<file path="config.mk">
export PLATFORM = sky130hd
export DESIGN_NAME = rst_sequencer
export DESIGN_NICKNAME = d
export VERILOG_FILES = /design/src/rtl/rst_sequencer_pkg.sv /design/src/rtl/rst_seq_counter.sv /design/src/rtl/rst_sequencer.sv
export SDC_FILE = /design/constraint.sdc
export NUM_CORES = 1
export LEC_CHECK = 0
export BUFFER_PORTS_ARGS = -buffer_cell sky130_fd_sc_hd__clkbuf_2
export CORE_MARGIN = 2
export CORE_UTILIZATION = 59
export DETAILED_ROUTE_END_ITERATION = 16
export GPL_TIMING_DRIVEN = 0
export PLACE_DENSITY = 0.91
export SETUP_SLACK_MARGIN = 0.4
export SYNTH_ARGS = -nofsm -noshare
export SYNTH_HDL_FRONTEND = slang
export SYNTH_HIERARCHICAL = 1
export SYNTH_SLANG_ARGS = --single-unit
</file>
<file path="constraint.sdc">
create_clock -name clk -period 4.4 [get_ports clk]
set_input_delay 0.22 -clock clk [delete_from_list [all_inputs] [get_ports clk]]
set_output_delay 0.22 -clock clk [all_outputs]
set_load 0.005 [all_outputs]
</file>
<file path="src/rtl/rst_sequencer_pkg.sv">
// Shared state encoding and default release timing for the reset sequencer
// and anything that needs to agree with it on release times.
package rst_sequencer_pkg;

  typedef enum logic [1:0] {
    S_HOLD    = 2'd0,
    S_RELEASE = 2'd1,
    S_RUN     = 2'd2
  } seq_state_e;

  localparam int DEF_NUM_CH      = 4;
  localparam int DEF_HOLD_CYCLES = 20;
  localparam int DEF_STAGE_GAP   = 4;
  localparam int DEF_CNT_W       = 8;

endpackage

</file>
<file path="src/rtl/rst_seq_counter.sv">
// Clearable up-counter with a programmable terminal value; shared by the
// hold phase and the inter-channel gap phase.
module rst_seq_counter
  import rst_sequencer_pkg::*;
#(
  parameter int CNT_W = DEF_CNT_W
) (
  input  logic             clk,
  input  logic             rst,
  input  logic             clr,
  input  logic             en,
  input  logic [CNT_W-1:0] term,
  output logic             tc
);

  logic [CNT_W-1:0] cnt_q;
  logic [CNT_W-1:0] cnt_d;

  // clear has priority over counting
  always_comb begin
    if (clr) begin
      cnt_d = '0;
    end else if (en) begin
      cnt_d = cnt_q + CNT_W'(1);
    end else begin
      cnt_d = cnt_q;
    end
  end

  always_ff @(posedge clk) begin
    if (!rst) begin
      cnt_q <= '0;
    end else begin
      cnt_q <= cnt_d;
    end
  end

  assign tc = (cnt_q == term);

endmodule

</file>
<file path="src/rtl/rst_sequencer.sv">
// Reset-release controller: holds all channels in reset, then releases them
// in order with a fixed gap; supports a req/ack software re-reset.
module rst_sequencer
  import rst_sequencer_pkg::*;
#(
  parameter int NUM_CH      = DEF_NUM_CH,
  parameter int HOLD_CYCLES = DEF_HOLD_CYCLES,
  parameter int STAGE_GAP   = DEF_STAGE_GAP,
  parameter int CNT_W       = DEF_CNT_W
) (
  input  logic              clk,
  input  logic              rst,
  input  logic              soft_req,
  output logic              soft_ack,
  input  logic [NUM_CH-1:0] hold_mask,
  output logic [NUM_CH-1:0] ch_rst_out,
  output logic              done,
  output logic              busy
);

  localparam int IDX_W = $clog2(NUM_CH + 1);

  seq_state_e        state_q, state_d;
  logic [IDX_W-1:0]  idx_q, idx_d;
  logic [NUM_CH-1:0] ch_rst_q, ch_rst_d;
  logic              done_q, done_d;
  logic              busy_q, busy_d;
  logic              soft_ack_q, soft_ack_d;
  logic              cnt_clr, cnt_en, cnt_tc;
  logic [CNT_W-1:0]  cnt_term;

  rst_seq_counter #(.CNT_W(CNT_W)) u_cnt (
    .clk  (clk),
    .rst  (rst),
    .clr  (cnt_clr),
    .en   (cnt_en),
    .term (cnt_term),
    .tc   (cnt_tc)
  );

  // next-state and next-output logic; the counter is cleared on every state change
  always_comb begin
    state_d    = state_q;
    idx_d      = idx_q;
    ch_rst_d   = ch_rst_q;
    done_d     = done_q;
    busy_d     = busy_q;
    soft_ack_d = 1'b0;
    cnt_clr    = 1'b0;
    cnt_en     = 1'b0;
    cnt_term   = CNT_W'(HOLD_CYCLES - 1);
    case (state_q)
      S_HOLD: begin
        cnt_term = CNT_W'(HOLD_CYCLES - 1);
        if (cnt_tc) begin
          cnt_clr     = 1'b1;
          ch_rst_d[0] = hold_mask[0];
          idx_d       = IDX_W'(1);
          if (NUM_CH == 1) begin
            state_d = S_RUN;
            done_d  = 1'b1;
            busy_d  = 1'b0;
          end else begin
            state_d = S_RELEASE;
          end
        end else begin
          cnt_en = 1'b1;
        end
      end
      S_RELEASE: begin
        cnt_term = CNT_W'(STAGE_GAP - 1);
        if (cnt_tc) begin
          cnt_clr = 1'b1;
          // a masked channel still consumes its slot but stays asserted
          for (int i = 0; i < NUM_CH; i++) begin
            ch_rst_d[i] = ((IDX_W'(i) == idx_q) && !hold_mask[i]) ? 1'b0 : ch_rst_q[i];
          end
          if (idx_q == IDX_W'(NUM_CH - 1)) begin
            state_d = S_RUN;
            done_d  = 1'b1;
            busy_d  = 1'b0;
          end else begin
            idx_d = idx_q + IDX_W'(1);
          end
        end else begin
          cnt_en = 1'b1;
        end
      end
      S_RUN: begin
        cnt_clr = 1'b1;
        if (soft_req) begin
          soft_ack_d = 1'b1;
          state_d    = S_HOLD;
          idx_d      = '0;
          ch_rst_d   = '1;
          done_d     = 1'b0;
          busy_d     = 1'b1;
        end else begin
          ch_rst_d = hold_mask;
        end
      end
      default: begin
        cnt_clr  = 1'b1;
        state_d  = S_HOLD;
        idx_d    = '0;
        ch_rst_d = '1;
        done_d   = 1'b0;
        busy_d   = 1'b1;
      end
    endcase
  end

  // state and registered outputs; rst forces a fresh hold from any state
  always_ff @(posedge clk) begin
    if (!rst) begin
      state_q    <= S_HOLD;
      idx_q      <= '0;
      ch_rst_q   <= '1;
      done_q     <= 1'b0;
      busy_q     <= 1'b1;
      soft_ack_q <= 1'b0;
    end else begin
      state_q    <= state_d;
      idx_q      <= idx_d;
      ch_rst_q   <= ch_rst_d;
      done_q     <= done_d;
      busy_q     <= busy_d;
      soft_ack_q <= soft_ack_d;
    end
  end

  assign ch_rst_out = ch_rst_q;
  assign done       = done_q;
  assign busy       = busy_q;
  assign soft_ack   = soft_ack_q;

endmodule

</file>
==> qor.yml <==
antenna_found_initial: 0
cts-root-buf: "clkbuf_4"
firstDrtPassIters: 5
fillCellCount: 145
total_power_uw: 293
rsz0062_at_grt: "no"
synth.area.top_cells: "dfxtp_1, xnor2_1, ha_1, nand4_1, nor2_1"
synth_top_cell_area_share_pct: 37.2
yosysWarnings: 6
syn_area_per_cell_sq_um: 8.62
min_path_cells: 3
drv_cap: 0
cts_resized: 0
clock_latency_ns: 0.30
critPathRequiredTime_ns: 4.64
r2r_end: "u_cnt/cnt_q[5]"
grt_pass1_vias: 792
dieWidth_um: 46.7
vias: 898
slew_violations: 0
io_pins: 14
synthArstFlopShare_pct: 0
cts_setup_buffers: 0
reg2reg_depth: 10
coreArea_sq_mm: 0.00173
cts_max_path_buffers: 2
hold_viol: 0
path_class: "flip-flop to flip-flop"
worstPathMaxFanout: 9
p_leak_nw: 0.499
rrSetupSlack_ns: 2.35
synth_edf_count: 0
hpwl_um: 1470
globalplace.congestion: 0.763
syn_inst: 125
wl_um: 2010
synth.most_common_cell: "dfxtp_1"
n_antenna_cell: 0
row_count: 15
r2r-start: "state_q[0]"
finalSetupViolations: 0
io_buffer_count: 13
htree_levels: 1
die_area_sq_mm: 0.00218
wire_per_inst_um: 11.8
grt_remaining_overflow: 0
arrival_ns: 2.29
pre_cts_slack_ns: 2.39
synthFlopType: "dfxtp_1"
clock_sinks: 20
yosysTopAreaCell: "dfxtp_1"
die_h_um: 46.7
end_kind: "flip-flop"
fin_ws_ns: 2.35
yosysUniqueCellTypes: 34
drive_above_1_share_pct: 17.1
hold_path_end: "soft_ack"
outcome: "finished, final reports clean"
fin_crit_ns: 2.05
drc_errors: 0
numCtsBuffers: 3
ys_top_cells_by_count: "dfxtp_1, nor2_1, xnor2_1, nand2_1, nand4_1"
ir_worst_vdd_mv: 0.193
dr.first_iter.drc_count: 11
fin_tns_setup_ns: 0
area_delta_synth_final_pct: 12.8
syn-cell-area_sq_mm: 0.00108
synth_seq_area_share_pct: 37.2
hold_ws_ns: 0.155
min-delay-start: "soft_req"
clk_pin_slew_ns: 0.11
grt_usage_pct: 22.2
powerDensity_mw_per_mm2: 241
clock_skew_ns: 0.00412
max_freq_mhz: 488
hold_class: "input port to flip-flop"
grt_max_degree: 11
final.period_utilization_pct: 46.6
synth_seq_cells: 20
via_per_inst: 5.25
fin_nets: 161
postRouteAntennaNets: 0
initial_core_util_pct: 62.4
cts-hold-fix-buffers: 0
start_kind: "flip-flop"
grt_pass1_wl_um: 3390
cts_tree: "done"
state kept, by name, indices dropped and copies added, names as in the netlist:
register     count
u_cnt/cnt_q      8
ch_rst_out       4
idx_q            3
state_q          2
busy             1
done             1
soft_ack         1
report_power, final:
group | switching [mW] | internal, mW | total, mW
Combinational | 0.00963 | 0.00934 | 0.0190
Clock | 0.0548 | 0.0320 | 0.0868
Sequential | 0.00342 | 0.183 | 0.187
worst max-delay path by stage:
stage / startpoint / endpoint
after floorplan: state_q[0] / u_cnt/cnt_q[5]
after global placement: state_q[0] / u_cnt/cnt_q[7]
after detailed placement: state_q[0] / u_cnt/cnt_q[7]
after CTS: state_q[0] / u_cnt/cnt_q[5]
after global routing: state_q[0] / u_cnt/cnt_q[7]
final: state_q[0] / u_cnt/cnt_q[5]
layer usage:
metal	track usage [%]	vias to the layer above	routed length, um
met1	30.9	411	990
met4	11.7	0	35
met5	0	-	0
met2	32.5	13	921
met3	4.62	4	62
li1	-	470	-
cell families after synthesis:
kind of cell / after synthesis / synth area share (%)
and+or+nand+nor: 45 / 22.4
AOI/OAI and AO/OA: 27 / 15.8
DFF: 20 / 37.2
xor gates and xnor gates: 12 / 9.76
buffers and inverters: 12 / 6.27
adders and majority gates: 6 / 6.97
other: 2 / 0.697
muxes: 1 / 0.929
cell usage in the layout (no fill, tap or decap), drive strengths merged:
| cell | count |
|---|---|
| inv | 5 |
| nand4b | 2 |
| o21ai | 9 |
| a21boi | 1 |
| o21a | 3 |
| or3 | 3 |
| conb | 7 |
| o22ai | 2 |
| nor2b | 2 |
| xnor2 | 9 |
| o211a | 1 |
| dfxtp | 20 |
| nand2 | 8 |
| a21oi | 6 |
| a31oi | 1 |
| nor3 | 1 |
| nand2b | 4 |
| nand3 | 3 |
| ha | 6 |
| clkbuf | 19 |
| and2 | 2 |
| mux2i | 1 |
| nand4 | 8 |
| nor2 | 11 |
| o211ai | 3 |
| xor2 | 3 |
| nor3b | 1 |
| o21ba | 1 |
| buf | 4 |
worst max-delay path, cell delays in order (launching register included):
cell and delay (ns):
dfxtp_1 0.47, nand2b_1 0.13, xnor2_1 0.14, nand4_1 0.08, nor2_1 0.05, buf_6 0.13, nor2_1 0.11, clkbuf_2 0.20
nand4_2 0.15, or3_1 0.37, a21oi_1 0.14
through the flow:
stage	area [sq um]	instances	util [%]
final	1210	171	70.4
after global routing	1210	171	70.4
after CTS	1210	171	70.4
after detailed placement	1190	168	69.1
after global placement	1190	168	69.1
after floorplan	1100	130	-
final cells by class:
cell class,instances,area (sq um),share of cell area [%]
plain buffers,7,48.8,4.02
inverters,5,18.8,1.54
well taps,25,31.3,2.57
clock buffers,3,22.5,1.85
repair buffers,13,65.1,5.36
flip-flops and latches,20,400,33.0
multi-input cells,98,628,51.7
Note: power is estimated with default switching activity, not from simulation.
